## config.mk

```make
export PLATFORM = sky130hd
export DESIGN_NAME = prg_seed_gen
export DESIGN_NICKNAME = d
export VERILOG_FILES = /design/src/rtl/prg_seed_gen.sv
export SDC_FILE = /design/constraint.sdc
export NUM_CORES = 1
export LEC_CHECK = 0
export CORE_MARGIN = 10
export CORE_UTILIZATION = 51
export DETAILED_ROUTE_END_ITERATION = 16
export PLACE_DENSITY = 0.79
export SLEW_MARGIN = 20
export SYNTH_ARGS = -nofsm -noshare
export SYNTH_HDL_FRONTEND = slang
export SYNTH_SLANG_ARGS = --single-unit
```

## constraint.sdc

```tcl
create_clock -name clk -period 4.1 [get_ports clk]
set_clock_uncertainty 0.15 [all_clocks]
set_input_delay 1.23 -clock clk [delete_from_list [all_inputs] [get_ports clk]]
set_output_delay 1.23 -clock clk [all_outputs]
set_load 0.005 [all_outputs]
```

## src/rtl/prg_seed_gen.sv

```systemverilog
// prg_seed_gen: 32-bit Galois LFSR seed source with a req/valid/ack handshake.
// Every delivered word has prg_seed[4:0] != prg_seed[9:5] so the downstream
// index picker never draws the same individual twice.
module prg_seed_gen #(
    parameter logic [31:0] SEED_DEFAULT = 32'hACE1_2468,
    parameter logic [31:0] POLY         = 32'h8020_0003,
    parameter int unsigned MAX_STEPS    = 8
) (
    input  logic        clk,
    input  logic        rst,
    input  logic        seed_load,
    input  logic [31:0] seed_in,
    input  logic        req,
    input  logic        ack,
    output logic [31:0] prg_seed,
    output logic        valid,
    output logic        busy,
    output logic [15:0] draw_cnt
);

    typedef enum logic [1:0] {
        IDLE = 2'd0,
        STEP = 2'd1,
        HOLD = 2'd2
    } state_e;

    // Reject counter value on which the next reject is forced into an accept.
    localparam logic [3:0] REJ_LAST = 4'(MAX_STEPS - 1);

    state_e      state_q;
    logic [31:0] lfsr_q;
    logic [31:0] prg_q;
    logic        valid_q;
    logic        busy_q;
    logic [15:0] cnt_q;
    logic [3:0]  rej_q;

    logic [31:0] lfsr_d;
    logic [31:0] forced_d;
    logic        cand_ok;

    // One Galois step of the LFSR and the acceptance test on its index fields.
    // The forced word keeps the low field and flips bit 0 of it into the high
    // field, so the two fields always differ.
    always_comb begin
        lfsr_d   = lfsr_q[0] ? ((lfsr_q >> 1) ^ POLY) : (lfsr_q >> 1);
        cand_ok  = (lfsr_d[4:0] != lfsr_d[9:5]);
        forced_d = {lfsr_d[31:10], lfsr_d[4:0] ^ 5'd1, lfsr_d[4:0]};
    end

    // Control FSM with registered outputs; seed_load overrides every state.
    always_ff @(posedge clk or posedge rst) begin
        if (rst) begin
            state_q <= IDLE;
            lfsr_q  <= SEED_DEFAULT;
            prg_q   <= '0;
            valid_q <= 1'b0;
            busy_q  <= 1'b0;
            cnt_q   <= '0;
            rej_q   <= '0;
        end else if (seed_load) begin
            // A zero seed would lock the LFSR at zero forever.
            lfsr_q  <= (seed_in == '0) ? SEED_DEFAULT : seed_in;
            valid_q <= 1'b0;
            busy_q  <= 1'b0;
            state_q <= IDLE;
        end else begin
            case (state_q)
                IDLE: begin
                    if (req) begin
                        state_q <= STEP;
                        busy_q  <= 1'b1;
                        rej_q   <= '0;
                    end
                end
                STEP: begin
                    // The LFSR always advances by the unforced value.
                    lfsr_q <= lfsr_d;
                    if (cand_ok || (rej_q == REJ_LAST)) begin
                        prg_q   <= cand_ok ? lfsr_d : forced_d;
                        valid_q <= 1'b1;
                        busy_q  <= 1'b0;
                        cnt_q   <= cnt_q + 16'd1;
                        state_q <= HOLD;
                    end else begin
                        rej_q <= rej_q + 4'd1;
                    end
                end
                HOLD: begin
                    if (ack) begin
                        valid_q <= 1'b0;
                        state_q <= IDLE;
                    end
                end
                default: begin
                    state_q <= IDLE;
                    valid_q <= 1'b0;
                    busy_q  <= 1'b0;
                end
            endcase
        end
    end

    assign prg_seed = prg_q;
    assign valid    = valid_q;
    assign busy     = busy_q;
    assign draw_cnt = cnt_q;

endmodule

```

==> key figures <==
Finish
  – Layout cell share with drive strength beyond 1: between 10% and 20%
  – Number of antenna diodes: 0
  – Sequential cell area: approximately 2200 um2
  – # nets final: roughly 500
  – Area of the multi-input gates: 1700 um2
  – Area delta synth->final: 27.5%
  – Filler Cell Count: roughly 620
  – Fin cells: 554

Yosys
  – Register bit total from synthesis: 88
  – Synthesized area per cell: between 10 and 15 um2
  – Synth Flop Type: dfrtp_1
  – Top cells by count, synth: dfrtp_1, nand2_1, mux2_2, o21ai_0, inv_1
  – Asr flop ratio synth: 100%
  – Area leader, netlist: dfrtp_1
  – Syn_nets: just over 400
  – Cells after Synth: about 370
  – Syn Std Cell Area: 4110 um2
  – Dominant cells by area after synthesis: dfrtp_1, dfstp_2, mux2_2, mux2i_1, o21ai_0
  – Ys Warns: 0
  – Number of synthesized flops with an enable pin: 0
  – Sequential area share after synthesis: between 50 and 60%
  – Synth unique cells: 35
  – Most frequent cell after synthesis: dfrtp_1
  – Share of the synthesized area in the top cell type: 45.7%

Floorplan
  – Die area: ~12000 um2
  – Die Width: 110 um
  – Std-Cell Rows: 32
  – Io pins: 87
  – Core footprint: just under 8000 um2
  – Initial Utilization: between 50% and 60%
  – Chip Height: about 110 um

STA
  – Slew HR: 46.8%
  – F_max: 338 MHz
  – Tmin final: 2.96 ns
  – RSZ-0062 raised after global routing: no
  – Tcrit/Tclk final: 72.2%
  – Fin. Hold Viols: 0
  – Final Setup Violations: 0
  – Fin Hold WS: 0.323 ns
  – Fin. max-slew vios: 0
  – Final setup TNS: 0 ns
  – Worst-margin pin slew: 0.796 ns

Worst setup path
  – CP Launch Type: input port
  – Crit path max fanout: 13
  – Worst path cell trace: clkdlybuf4s50_1 -> nor4_1 -> nand4_1 -> or2_2 -> a31oi_1
  – Critical Path AT: ~3 ns
  – Worst endpoint required time: around 4.2 ns
  – CP peak stage delay: 0.53 ns
  – Buf/Inv on CP: 1
  – Critical path class: input port to flip-flop
  – Critical path's slowest cell: nor4_1
  – Top delay family on crit path: simple AND/OR/NAND/NOR gates
  – Nature of the critical path endpoint: flip-flop

Drt
  – Via count: 3020
  – DR pass1 iterations: 4
  – Vias per inst: 5.45
  – Metal3 WL: 769 um
  – Wire per inst: around 17 um
  – Detail Route Antenna Nets: 0
  – Met2 wire length: 4650 um
  – Iter 0 DRT Violations: 117
  – Max Used Layer: met4
  – Number of remaining DRC errors: 0
  – Met1 Wirelength: 4000 um
  – Wirelength, routed: 9600 um

Global routing
  – Grt ovf: 0
  – First-pass GRT wire length: 15900 um
  – Gr usage total: 16.7%
  – Pin count of the biggest net entering global routing: 70
  – Vias in the first global route: about 3200
  – Initial antenna violation count: 0

Placed design
  – Routability cong.: 0.835
  – Placed insts: between 500 and 600
  – Post-DP HPWL: 7060 um
  – Port Buffers: 86

Clock tree
  – H-tree levels: 3
  – Post-CTS sizing: 0
  – Root Driver: clkbuf_8
  – Clock Pin Slew Worst Setup and Hold Paths: 0.09 ns
  – Buffers inserted by post-CTS timing repair: 0
  – Longest Clk Path Bufs: 2
  – Total clock sinks: 88
  – Num CTS Buffers: 9
  – Clk_lat worst skew: 0.36 ns
  – CTS tree: built
  – Cts hold-fix bufs: 0

Power and ir drop
  – Sw power: 0.000710 W
  – Reg power frac: 47.2%
  – Internal power: 0.00186 W
  – Leakage power: about 2.2 nW
  – Sw Share: 27.6%
  – Peak supply drop: around 0.00027 V
  – Clk pwr share: 24.9%
  – Power per cell area: 490 nW/um2
  – Combinational Power Share: 27.8%

Status
  – Run status: complete, no violations

Flow run
  – Max-Cap Viols: 0

Min path
  – Hold Path Class: flip-flop to flip-flop
## layout make-up
type | instances | share of cell area (%)
well taps | 102 | 2.43
inverters | 22 | 1.60
clock inverters | 3 | 1.29
clock buffers | 13 | 2.65
repair buffers | 91 | 17.3
multi-input cells | 235 | 32.4
flip-flops and latches | 88 | 42.3
## layout by cell type, fill, tap and decap left out, types with 15 or more instances in the layout
cell type,n
clkdlybuf4s50_1,85
dfrtp_1,75
nand2_1,36
mux2_2,29
o21ai_0,29
inv_1,21
mux2i_1,18
a31oi_1,15
## power by group through the flow
stage | combinational (W) | clock (W) | sequential [W]
2_1_floorplan | 0.000311 | 0 | 0.00121
3_3_place_gp | 0.000710 | 0 | 0.00122
3_5_place_dp | 0.000726 | 0 | 0.00123
4_1_cts | 0.000733 | 0.000647 | 0.00122
5_1_grt | 0.000782 | 0.000684 | 0.00124
6_report | 0.000714 | 0.000641 | 0.00121
## layer usage
metal / vias to the layer above / global-route usage [%]
met5: - / 0
met4: 0 / 6.88
met3: 14 / 4.80
met2: 86 / 27.3
met1: 1479 / 20.2
li1: 1441 / -
## stage by stage
step,total power [W],setup slack [ns],area [um2],util (%)
after CTS,0.00260,1.13,5240,67.5
final,0.00257,1.14,5240,67.5
after global placement,0.00193,0.769,5040,64.8
after detailed placement,0.00196,0.761,5040,64.8
after global routing,0.00271,1.04,5240,67.5
after floorplan,0.00152,0.463,4110,-
## cells by family (layout without fill, tap and decap cells)
family | Yosys count | after routing | synth area share [%]
flip-flops | 88 | 88 | 54.0
adder cells (fa/ha/maj) | 2 | 2 | 0.609
XOR/XNOR | 24 | 24 | 5.78
multiplexers | 47 | 47 | 12.3
AO/OA/AOI/OAI | 62 | 62 | 9.32
buffers and inverters | 42 | 129 | 4.84
AND/OR/NAND/NOR | 100 | 100 | 13.2
## flip-flops by register name (all words and copies together) (netlist names)
name and flops:
state_q 2, lfsr_q 32, draw_cnt 16, rej_q 4
valid 1, prg_seed 32, busy 1
## final timing paths
kind / start / to / slack [ns] / cells after the start
worst min register to register: draw_cnt[15]$_DFFE_PP0P_ / draw_cnt[15]$_DFFE_PP0P_ / 0.32 / 1
worst max-delay path: seed_in[24] / lfsr_q[29]$_DFFE_PP1P_ / 1.14 / 5
max in group asynchronous: rst / lfsr_q[10]$_DFFE_PP1P_ / 1.90 / 3
worst min-delay path: draw_cnt[15]$_DFFE_PP0P_ / draw_cnt[15]$_DFFE_PP0P_ / 0.32 / 1
worst max register to register: lfsr_q[0]$_DFFE_PP0P_ / prg_seed[13]$_DFFE_PP0P_ / 1.24 / 5
min in group asynchronous: rst / prg_seed[2]$_DFFE_PP0P_ / 1.14 / 2
No activity file was read; power rests on OpenSTA's default activity.
